## src/rtl/uncore_pkg.sv

```systemverilog
// -----------------------------------------------------------------------------
// uncore_pkg
// Shared definitions for the uncore byte-stream blocks:
//   BYTE_WIDTH_DEFAULT  default byte width of the UART-facing stream
//   serializer_state_t  two-state FSM encoding of the word/byte serializer
//   idx_width()         width of a byte index covering n bytes (at least 1)
// -----------------------------------------------------------------------------
package uncore_pkg;

  localparam int BYTE_WIDTH_DEFAULT = 8;

  typedef enum logic {
    IDLE = 1'b0,
    SEND = 1'b1
  } serializer_state_t;

  // A one-byte word would give $clog2 == 0; keep the index at least one bit.
  function automatic int idx_width(input int n);
    return (n > 2) ? $clog2(n) : 1;
  endfunction

endpackage

```

## src/rtl/word_byte_serializer_if.sv

```systemverilog
// -----------------------------------------------------------------------------
// word_byte_serializer_if
// Word-in / byte-out handshake bundle of the serializer.
//   word_in, word_valid, word_ready : upstream packed-word handshake
//   byte_out, byte_valid, byte_ready: downstream byte handshake (UART TX)
//   busy                            : a word is being serialized
// Modports: slave = serializer, master = the surrounding logic.
// -----------------------------------------------------------------------------
interface word_byte_serializer_if #(
  parameter int NUM_BYTES  = 4,
  parameter int BYTE_WIDTH = uncore_pkg::BYTE_WIDTH_DEFAULT
);

  logic [NUM_BYTES*BYTE_WIDTH-1:0] word_in;
  logic                            word_valid;
  logic                            word_ready;
  logic [BYTE_WIDTH-1:0]           byte_out;
  logic                            byte_valid;
  logic                            byte_ready;
  logic                            busy;

  modport slave (
    input  word_in, word_valid, byte_ready,
    output word_ready, byte_out, byte_valid, busy
  );

  modport master (
    output word_in, word_valid, byte_ready,
    input  word_ready, byte_out, byte_valid, busy
  );

endinterface

```

## src/rtl/word_byte_serializer.sv

```systemverilog
// -----------------------------------------------------------------------------
// word_byte_serializer
// Takes one NUM_BYTES*BYTE_WIDTH word over a valid/ready handshake and emits
// it one byte per transfer over a second valid/ready handshake. A new word is
// accepted in the same cycle the last byte of the current word transfers, so
// sustained throughput is one byte per cycle.
// Ports:
//   clk    single clock, rising edge
//   rst_n  asynchronous active-low reset; discards any partial word
//   bus    word_byte_serializer_if.slave (word in, byte out, busy)
// -----------------------------------------------------------------------------
module word_byte_serializer
  import uncore_pkg::*;
#(
  parameter int NUM_BYTES  = 4,
  parameter int BYTE_WIDTH = BYTE_WIDTH_DEFAULT,
  parameter bit MSB_FIRST  = 1'b1
) (
  input  logic                        clk,
  input  logic                        rst_n,
  word_byte_serializer_if.slave       bus
);

  localparam int              WORD_W   = NUM_BYTES * BYTE_WIDTH;
  localparam int              IDX_W    = idx_width(NUM_BYTES);
  localparam logic [IDX_W-1:0] LAST_IDX = IDX_W'(NUM_BYTES - 1);

  serializer_state_t state, state_next;
  logic [WORD_W-1:0] shreg, shreg_next;
  logic [IDX_W-1:0]  idx, idx_next;

  logic byte_xfer;
  logic word_xfer;
  logic at_last;

  assign at_last   = (idx == LAST_IDX);
  assign byte_xfer = bus.byte_valid && bus.byte_ready;
  assign word_xfer = bus.word_valid && bus.word_ready;

  // Ready early in the last-byte cycle so the next word lands with no bubble;
  // held low during reset so nothing is accepted while the block is cleared.
  assign bus.word_ready = rst_n &&
                          ((state == IDLE) ||
                           ((state == SEND) && bus.byte_ready && at_last));

  // Outputs come straight from registers, so they cannot glitch or change
  // while the downstream stalls.
  assign bus.byte_valid = (state == SEND);
  assign bus.busy       = (state == SEND);
  assign bus.byte_out   = MSB_FIRST ? shreg[WORD_W-1 -: BYTE_WIDTH]
                                    : shreg[BYTE_WIDTH-1:0];

  // NOTE: every next-state variable gets its hold value first, so no path
  // through the case leaves one unassigned and no latch is inferred.
  always_comb begin
    state_next = state;
    shreg_next = shreg;
    idx_next   = idx;
    case (state)
      IDLE: begin
        if (word_xfer) begin
          shreg_next = bus.word_in;
          idx_next   = '0;
          state_next = SEND;
        end
      end
      SEND: begin
        if (byte_xfer) begin
          if (!at_last) begin
            // Zero-fill: the emitting end always holds the next byte.
            shreg_next = MSB_FIRST ? (shreg << BYTE_WIDTH) : (shreg >> BYTE_WIDTH);
            idx_next   = idx + IDX_W'(1);
          end else if (word_xfer) begin
            shreg_next = bus.word_in;
            idx_next   = '0;
          end else begin
            idx_next   = '0;
            state_next = IDLE;
          end
        end
      end
      default: begin
        state_next = IDLE;
        idx_next   = '0;
      end
    endcase
  end

  // NOTE: state registers use non-blocking assignments so all of them update
  // together from the values computed in the previous cycle. The shift
  // register is reset too, because byte_out must read 0 during reset.
  always_ff @(posedge clk or negedge rst_n) begin
    if (!rst_n) begin
      state <= IDLE;
      shreg <= '0;
      idx   <= '0;
    end else begin
      state <= state_next;
      shreg <= shreg_next;
      idx   <= idx_next;
    end
  end

endmodule

```

## src/flat_wrapper.sv

```systemverilog
// flat-port wrapper written by rule: the top's interface ports become plain ports
module word_byte_serializer_flat import uncore_pkg::*;
#(
  parameter int NUM_BYTES  = 4,
  parameter int BYTE_WIDTH = BYTE_WIDTH_DEFAULT,
  parameter bit MSB_FIRST  = 1'b1
)
  (clk, rst_n, bus_word_in, bus_word_valid, bus_byte_ready, bus_word_ready, bus_byte_out, bus_byte_valid, bus_busy);
  word_byte_serializer_if #(.NUM_BYTES(NUM_BYTES), .BYTE_WIDTH(BYTE_WIDTH)) bus_i ();
  input  logic clk;
  input  logic rst_n;
  input wire logic [$bits(bus_i.word_in)-1:0] bus_word_in;
  input wire logic [$bits(bus_i.word_valid)-1:0] bus_word_valid;
  input wire logic [$bits(bus_i.byte_ready)-1:0] bus_byte_ready;
  output wire logic [$bits(bus_i.word_ready)-1:0] bus_word_ready;
  output wire logic [$bits(bus_i.byte_out)-1:0] bus_byte_out;
  output wire logic [$bits(bus_i.byte_valid)-1:0] bus_byte_valid;
  output wire logic [$bits(bus_i.busy)-1:0] bus_busy;
  assign bus_i.word_in = bus_word_in;
  assign bus_i.word_valid = bus_word_valid;
  assign bus_i.byte_ready = bus_byte_ready;
  assign bus_word_ready = bus_i.word_ready;
  assign bus_byte_out = bus_i.byte_out;
  assign bus_byte_valid = bus_i.byte_valid;
  assign bus_busy = bus_i.busy;
  word_byte_serializer #(.NUM_BYTES(NUM_BYTES), .BYTE_WIDTH(BYTE_WIDTH), .MSB_FIRST(MSB_FIRST)) u_core (.clk(clk), .rst_n(rst_n), .bus(bus_i));
endmodule
```

## config.mk

```make
export PLATFORM = sky130hd
export DESIGN_NAME = word_byte_serializer_flat
export DESIGN_NICKNAME = d
export VERILOG_FILES = /design/src/rtl/uncore_pkg.sv /design/src/rtl/word_byte_serializer_if.sv /design/src/rtl/word_byte_serializer.sv /design/src/flat_wrapper.sv
export SDC_FILE = /design/constraint.sdc
export NUM_CORES = 1
export LEC_CHECK = 0
export CAP_MARGIN = 20
export CORE_MARGIN = 3
export CORE_UTILIZATION = 45
export DETAILED_ROUTE_END_ITERATION = 6
export MAX_ROUTING_LAYER = met4
export PLACE_DENSITY_LB_ADDON = 0.3
export SLEW_MARGIN = 40
export SYNTH_ARGS = -nofsm -noshare
export SYNTH_HDL_FRONTEND = slang
export SYNTH_SLANG_ARGS = --single-unit
```

## constraint.sdc

```tcl
create_clock -name clk -period 1.73 [get_ports clk]
set_input_delay 0.519 -clock clk [delete_from_list [all_inputs] [get_ports clk]]
set_output_delay 0.519 -clock clk [all_outputs]
set_load 0.02 [all_outputs]
```

Word level (Yosys, flattened, before mapping)

Cells that the tools add are included.

Flip-flop bits (word level): 35
Input bits: 36
Output and inout bits: 11

Add/sub/neg operators: 1
Equality and inequality tests: 3
Mux-type cells: 12
Bitwise operators: 1
Reduce and logical (&&, ||, !) cells: 6

Operator list:

| operator                                                         | count |
|---|---|
| 32-bit two-way mux                                               | 3 |
| 32-bit one-hot mux with 2 select lines                           | 1 |
| 2-bit two-way mux                                                | 3 |
| 1-bit logical AND                                                | 4 |
| 2-bit one-hot mux with 2 select lines                            | 1 |
| 1-bit two-way mux                                                | 3 |
| 2-bit by 1-bit adder with 2-bit output (second input constant)   | 1 |
| 2-bit equality test (second input constant)                      | 1 |
| 2-bit by 1-bit != test with 1-bit output (second input constant) | 1 |
| 2-bit != test (second input constant)                            | 1 |
| 1-bit one-hot mux with 2 select lines                            | 1 |
| 2-bit AND reduction                                              | 1 |
| 1-bit logical OR                                                 | 1 |
| 1-bit NOT                                                        | 1 |

Logic depth before layout (Yosys ltp)

Gate-level depths: netlist (run 1).

Depth after elaboration: 9
Gate-level depth with buffers: 5
Depth with buffers taken out: 4

Least setup slack after synthesis (run 1)

OpenSTA, ideal clock, no wires.

Kind: flip-flop to flip-flop
Start point: register u_core.idx[0]
End point: register u_core.shreg[11]
Setup time: 125 ps
Data arrival time: 1,607 ps
Required time: 1,605 ps
Slack: -2 ps
Cell stages (with the launch flop): 6
Path buffers: 1
Clock period less this slack: 1,732 ps
Path through: dfrtp_1 -> ha_1 -> nand2b_1 -> a21oi_4 -> buf_12 -> mux2_4

Word-level cells in the longest chain between the ends: 9

Ends and longest elaborated chain:

| what                                     | RTL line                    | text |
|---|---|---|
| start, declared                          | word_byte_serializer.sv:30  | `logic [IDX_W-1:0] idx, idx_next;` |
| start signal, assigned                   | word_byte_serializer.sv:100 | `idx <= idx_next;` |
| 2-bit equality test *                    | word_byte_serializer.sv:36  | `assign at_last = (idx == LAST_IDX);` |
| 1-bit logical AND                        | word_byte_serializer.sv:44  | `((state == SEND) && bus.byte_ready && at_last));` |
| 1-bit logical OR                         | word_byte_serializer.sv:43  | `((state == IDLE) \|\|` |
| 1-bit logical AND                        | word_byte_serializer.sv:42  | `assign bus.word_ready = rst_n &&` |
| 1-bit logical AND                        | word_byte_serializer.sv:38  | `assign word_xfer = bus.word_valid && bus.word_ready;` |
| 32-bit two-way mux                       | n/a                         |  |
| 32-bit two-way mux                       | word_byte_serializer.sv:69  | `if (!at_last) begin` |
| 32-bit two-way mux                       | word_byte_serializer.sv:68  | `if (byte_xfer) begin` |
| 32-bit one-hot mux with 2 select lines * | word_byte_serializer.sv:59  | `case (state)` |
| end signal, assigned                     | word_byte_serializer.sv:99  | `shreg <= shreg_next;` |
| end, declared                            | word_byte_serializer.sv:29  | `logic [WORD_W-1:0] shreg, shreg_next;` |

Mark *: on every way between the ends. The rest lies on a longest branch, timed or not. The select of a mux whose other input is x is not followed.
A chain may end at the register's enable or synchronous reset.

Worst setup path after layout (run 1)

Start point: register u_core.idx[0]
End point: register u_core.shreg[26]

Same word-level chain as after synthesis.

==> results of run 1 <==
## power breakdown
part           switching, mW  internal [mW]  total (mW)
Sequential             0.198           1.20        1.40
Combinational           1.09           1.84        2.92
Clock                  0.319          0.281       0.600
## synthesized netlist by cell type
library cell,number
or2_2,1
nor2_1,2
ha_1,1
buf_4,9
a21oi_4,1
nor2b_4,1
o21ai_0,9
and2b_1,1
o221a_2,8
buf_6,3
buf_12,2
clkbuf_1,3
nand2_1,6
nand2_2,1
mux2i_1,2
mux2_4,20
dfrtp_1,35
mux2_1,3
mux2_2,26
and2_1,1
or2_0,7
and3b_1,8
nand2b_1,1
## cells by family (layout without fill, tap and decap cells)
logic type	after synthesis	in the layout	share of synthesized area, %
AOI/OAI and AO/OA	18	18	7.46
adders and majority gates	1	1	0.616
buffers and inverters	17	73	7.52
DFF	35	35	43.2
muxes	51	51	31.9
and+or+nand+nor	29	29	9.37
## metrics by stage
step                cells  setup WS [ns]  cell area, um2  total power, mW
floorplan             151         0.0213            2030             3.51
global placement      245         -0.610            2530             3.98
detailed placement    245         -0.645            2530             4.08
CTS                   257        -0.0647            2710             4.88
global route          257         -0.120            2730             5.19
finish                257        -0.0755            2730             4.92
## flip-flops by register name (all words and copies together) (netlist names)
signal,cells
u_core.shreg,32
u_core.idx,2
u_core.bus.busy,1
## what timing repair did
item | in CTS | in global routing
gates resized for setup | 35 | 5
setup buffers | 3 | 0
setup endpoints to repair | 43 | 25
cloned | 1 | 0
pin swaps | 5 | 1
## routing by layer
layer  routed length (um)  track usage [%]  up-vias
li1                     -                -      645
met1                 1980             22.2      661
met2                 2210             29.0       37
met3                  274             5.23        4
met4                   55             4.92        0
met5                    0                -        -
## critical path, stage by stage, from the launching register on
cell and delay (ns):
dfrtp_1 0.40, ha_2 0.20, buf_6 0.13, nor2b_4 0.14, buf_12 0.20, mux2_2 0.36
mux2_4 0.26
## cells in the final DEF, fill, tap and decap left out, types with 5 or more instances in the layout
| cell type | count |
|---|---|
| o21ai_0 | 9 |
| o221a_2 | 8 |
| clkdlybuf4s50_1 | 33 |
| mux2_2 | 19 |
| buf_4 | 12 |
| mux2_4 | 29 |
| dfrtp_1 | 35 |
| buf_6 | 5 |
| or2_0 | 7 |
| dlygate4sd2_1 | 9 |
| and3b_1 | 8 |
| nand2_1 | 6 |
| clkbuf_8 | 5 |
## worst min-delay path by stage
stage | from | endpoint | slack [ns] | depth (start not counted)
6_report | rst_n | u_core.bus.busy | 0.20 | 2
5_1_grt | rst_n | u_core.idx[1] | 0.20 | 2
4_1_cts | rst_n | u_core.bus.busy | 0.20 | 2
3_5_place_dp | u_core.bus.busy | u_core.bus.busy | 0.48 | 2
3_3_place_gp | u_core.bus.busy | u_core.bus.busy | 0.47 | 2
2_1_floorplan | rst_n | u_core.bus.busy | 0.22 | 0
## cell type report
type	count	area share (%)
multi-input cells	99	38.5
flip-flops and latches	35	32.1
repair buffers	65	24.0
clock buffers	6	2.66
well taps	50	2.29
clock inverters	2	0.458
==> results.sh, run 1 <==
export IMPL_outcome="finished, violations left"
export IMPL_violations="negative setup slack"
export IMPL_antenna_found_initial=0
export IMPL_viasPerCell=5.24
export IMPL_seq_area_um2=876
export IMPL_finalNetCount=243
export IMPL_portBuffers=46
export IMPL_period_needed_ns=1.81
export IMPL_io_pins=47
export IMPL_gr_total_overflow=0
export IMPL_dieArea_um2=5350
export IMPL_setup_viol=24
export IMPL_arrival_ns=1.99
export IMPL_num_vias=1347
export IMPL_maxCapViolCount=0
export IMPL_synth_top_cell_area_share_pct=43.2
export IMPL_place_congestion=0.807
export IMPL_peakVddDrop_mv=0.947
export IMPL_finalHoldViolations=0
export IMPL_synth_top_cell_by_area="dfrtp_1"
export IMPL_slew_headroom_pct=73.0
export IMPL_areaGrowthSynthToFinish_pct=34.5
export IMPL_grt_max_degree=32
export IMPL_crit_type="reg2reg"
export IMPL_max_freq_ghz=0.554
export IMPL_ff2ff_setup_slack_ns=-0.08
export IMPL_dr_pass1_iters=4
export IMPL_yosysUniqueCellTypes=23
export IMPL_syn_area_per_cell_um2=13.4
export IMPL_cellPowerDensity_nw_per_um2=1800
export IMPL_drive_gt1_share_pct=45.9
export IMPL_hp_class="in2async"
export IMPL_fillers=308
export IMPL_crit_path_start_kind="flop"
export IMPL_drc=0
export IMPL_hpwl_um=3090
export IMPL_cts_root_buf="clkbuf_8"
export IMPL_drt_iter0_drc=73
export IMPL_initial_utilization_pct=48.6
export IMPL_cts_sinks=35
export IMPL_worst_pin_slew_ns=0.404
export IMPL_report_final_slew_viol_count=0
export IMPL_endpoint_kind="flop"
export IMPL_cts_hold_buf=0
export IMPL_cts_made_buffers=5
export IMPL_multi_input_area_um2=1050
export IMPL_coreArea_um2=4170
export IMPL_synth_area_leaders="dfrtp_1 43%, mux2_4 15%, mux2_2 14%, o221a_2 4.4%, and3b_1 3.5%"
export IMPL_die_x_um=73.2
export IMPL_synth_ff_latch_count=35
export IMPL_ff2ff_path_depth=6
export IMPL_finalSetupTns_ns=-1.15
export IMPL_cp_endpoint="u_core.shreg[26]"
export IMPL_drt_wl_total_um=4530
export IMPL_cts_tree="built"
export IMPL_cp_required_ns=1.92
export IMPL_skew_ns=0.00570
export IMPL_fp_row_count=23
export IMPL_yosys_warnings=0
export IMPL_syn_area_um2=2030
export IMPL_antenna_left=0
export IMPL_power_leakage_nw=1.30
export IMPL_grt_pass1_vias=1427
export IMPL_fin_hold_ws_ns=0.200
export IMPL_crit_fanout=23
export IMPL_grt_pass1_wl_um=7020
export IMPL_synthCells=151
export IMPL_synth_seq_area_share_pct=43.2
export IMPL_clk_pin_slew_ns=0.08
export IMPL_die_y_um=73.2
export IMPL_antenna_cells=0
export IMPL_crit_path_start="u_core.idx[0]"
export IMPL_ctsLongestPathBuffers=2
export IMPL_timing_rr_start="u_core.idx[0]"
export IMPL_wl_per_cell_um=17.6
export IMPL_syn_nets=188
export IMPL_htree_levels=2
export IMPL_insertion_delay_ns=0.30
export IMPL_rr_endpoint="u_core.shreg[26]"
export IMPL_fin_util_pct=65.4
export IMPL_rsz0062_at_grt="yes"
export IMPL_period_share_pct=104
export IMPL_grt_util_all_layers_pct=18.0
export IMPL_worst_slack_ns=-0.0755
(Power assumes the default switching activity.)
==> inputs of run 2 (changes only) <==
--- a/config.mk
+++ b/config.mk
@@ -10,7 +10,7 @@
 export CORE_UTILIZATION = 45
 export DETAILED_ROUTE_END_ITERATION = 6
 export MAX_ROUTING_LAYER = met4
-export PLACE_DENSITY_LB_ADDON = 0.3
+export PLACE_DENSITY = 0.76
 export SLEW_MARGIN = 40
 export SYNTH_ARGS = -nofsm -noshare
 export SYNTH_HDL_FRONTEND = slang
==> results.sh, run 2 (synthesized netlist as in run 1, its figures left out) <==
export IMPL_insertion_delay_ns=0.29
export IMPL_skew_ns=0.00604
export IMPL_largest_reg_flops=32
export IMPL_crit_fanout=6
export IMPL_coreArea_um2=4170
export IMPL_crit_path_start_kind="flop"
export IMPL_antenna_left=0
export IMPL_ff2ff_setup_slack_ns=-0.05
export IMPL_die_y_um=73.2
export IMPL_grt_pass1_vias=1602
export IMPL_dieArea_um2=5350
export IMPL_hpwl_um=3010
export IMPL_fin_hold_ws_ns=0.340
export IMPL_crit_family="buffers and inverters"
export IMPL_path_cells="ha_2 > buf_6 > nand2b_4 > a21oi_4 > buf_6 > clkbuf_16 > mux2_4"
export IMPL_io_pins=47
export IMPL_stdcell_area_um2=2860
export IMPL_setup_viol=24
export IMPL_clk_pin_slew_ns=0.07
export IMPL_gr_total_overflow=0
export IMPL_peakVddDrop_mv=1.36
export IMPL_crit_slowest_cell="dfrtp_1"
export IMPL_max_freq_ghz=0.563
export IMPL_crit_top_cell="buf_6"
export IMPL_wl_per_cell_um=18.1
export IMPL_report_final_slew_viol_count=0
export IMPL_worst_slack_ns=-0.0468
export IMPL_rsz0062_at_grt="yes"
export IMPL_dp_slack_ns=-0.622
export IMPL_final_common_cell="mux2_4"
export IMPL_max_stage_delay_ns=0.38
export IMPL_cellPowerDensity_nw_per_um2=1860
export IMPL_final_cell_mix="37 x mux2_4, 35 x dfrtp_1, 33 x clkdlybuf4s50_1"
export IMPL_fillers=296
export IMPL_arrival_ns=1.95
export IMPL_largest_register="u_core.shreg"
export IMPL_num_vias=1410
export IMPL_violations="negative setup slack"
export IMPL_place_inst=245
export IMPL_cts_tree="built"
export IMPL_cp_required_ns=1.91
export IMPL_power_total_mw=5.31
export IMPL_endpoint_kind="flop"
export IMPL_fin_util_pct=68.5
export IMPL_fp_row_count=23
export IMPL_drt_iter0_drc=53
export IMPL_finalHoldViolations=0
export IMPL_grt_max_degree=26
export IMPL_slew_headroom_pct=77.0
export IMPL_cts_made_buffers=5
export IMPL_drive_gt1_share_pct=47.4
export IMPL_worst_pin_slew_ns=0.344
export IMPL_period_share_pct=103
export IMPL_finalNonFillerCells=265
export IMPL_dr_pass1_iters=4
export IMPL_finalSetupTns_ns=-0.671
export IMPL_maxCapViolCount=0
export IMPL_die_x_um=73.2
export IMPL_power_leakage_nw=1.38
export IMPL_hp_class="in2async"
export IMPL_cts_root_buf="clkbuf_8"
export IMPL_ctsLongestPathBuffers=2
export IMPL_dpl_cell_area_um2=2530
export IMPL_portBuffers=46
export IMPL_finalNetCount=251
export IMPL_grt_pass1_wl_um=7850
export IMPL_antenna_found_initial=0
export IMPL_areaGrowthSynthToFinish_pct=40.9
export IMPL_antenna_cells=0
export IMPL_cts_sinks=35
export IMPL_period_needed_ns=1.78
export IMPL_htree_levels=2
export IMPL_drc=0
export IMPL_place_congestion=0.749
export IMPL_crit_type="reg2reg"
export IMPL_critPathBufInv=3
export IMPL_grt_util_all_layers_pct=20.2
export IMPL_outcome="finished, violations left"
export IMPL_cts_hold_buf=0
export IMPL_drt_wl_total_um=4800
export IMPL_viasPerCell=5.32
export IMPL_initial_utilization_pct=48.6
-- run 2: layout make-up --
type	instances	area, um2	area share [%]
multi-input combinational	99	1080	37.8
sequential	35	876	30.6
timing repair buffer	73	756	26.4
clock buffer	6	72.6	2.54
tap	50	62.6	2.19
clock inverter	2	12.5	0.437
-- run 2: layer usage --
metal  GRT usage (%)  wire (um)  vias up  part of all wire, %
met5               -          0        -                    0
met4            6.56        116        0                  2.4
met3            5.65        237       13                  4.9
met2            31.9       2260       39                   47
met1            25.1       2190      694                   46
li1                -          -      664                    -
-- run 2: final timing paths --
| kind | end | cells after the start | startpoint |
|---|---|---|---|
| worst max-delay path | u_core.shreg[29] | 7 | u_core.idx[0] |
| worst min-delay path | u_core.shreg[7] | 3 | rst_n |
| worst max register to register | u_core.shreg[29] | 7 | u_core.idx[0] |
| worst min register to register | u_core.shreg[11] | 1 | u_core.shreg[11] |
| max in group asynchronous | u_core.shreg[29] | 4 | rst_n |
| min in group clk | u_core.shreg[11] | 1 | u_core.shreg[11] |
-- run 2: repair_timing --
action | in CTS | in global routing
gates cloned | 4 | 1
gates resized for setup | 36 | 19
pin swaps | 2 | 4
buffers inserted | 9 | 3
setup endpoints to repair | 43 | 27
-- run 2: worst register-to-register path: cells and delay by family, from the launching register on --
kind	cells	cell delay, ns
simple gates	1	0.15
compound gates	1	0.21
flops	1	0.38
fa+ha+maj	1	0.20
buf+inv	3	0.44
mux	1	0.29
-- run 2: report_power, final --
part           total [mW]  internal (mW)  switching (mW)
Combinational        3.32           2.11            1.21
Sequential           1.41           1.20           0.212
Clock               0.575          0.281           0.294
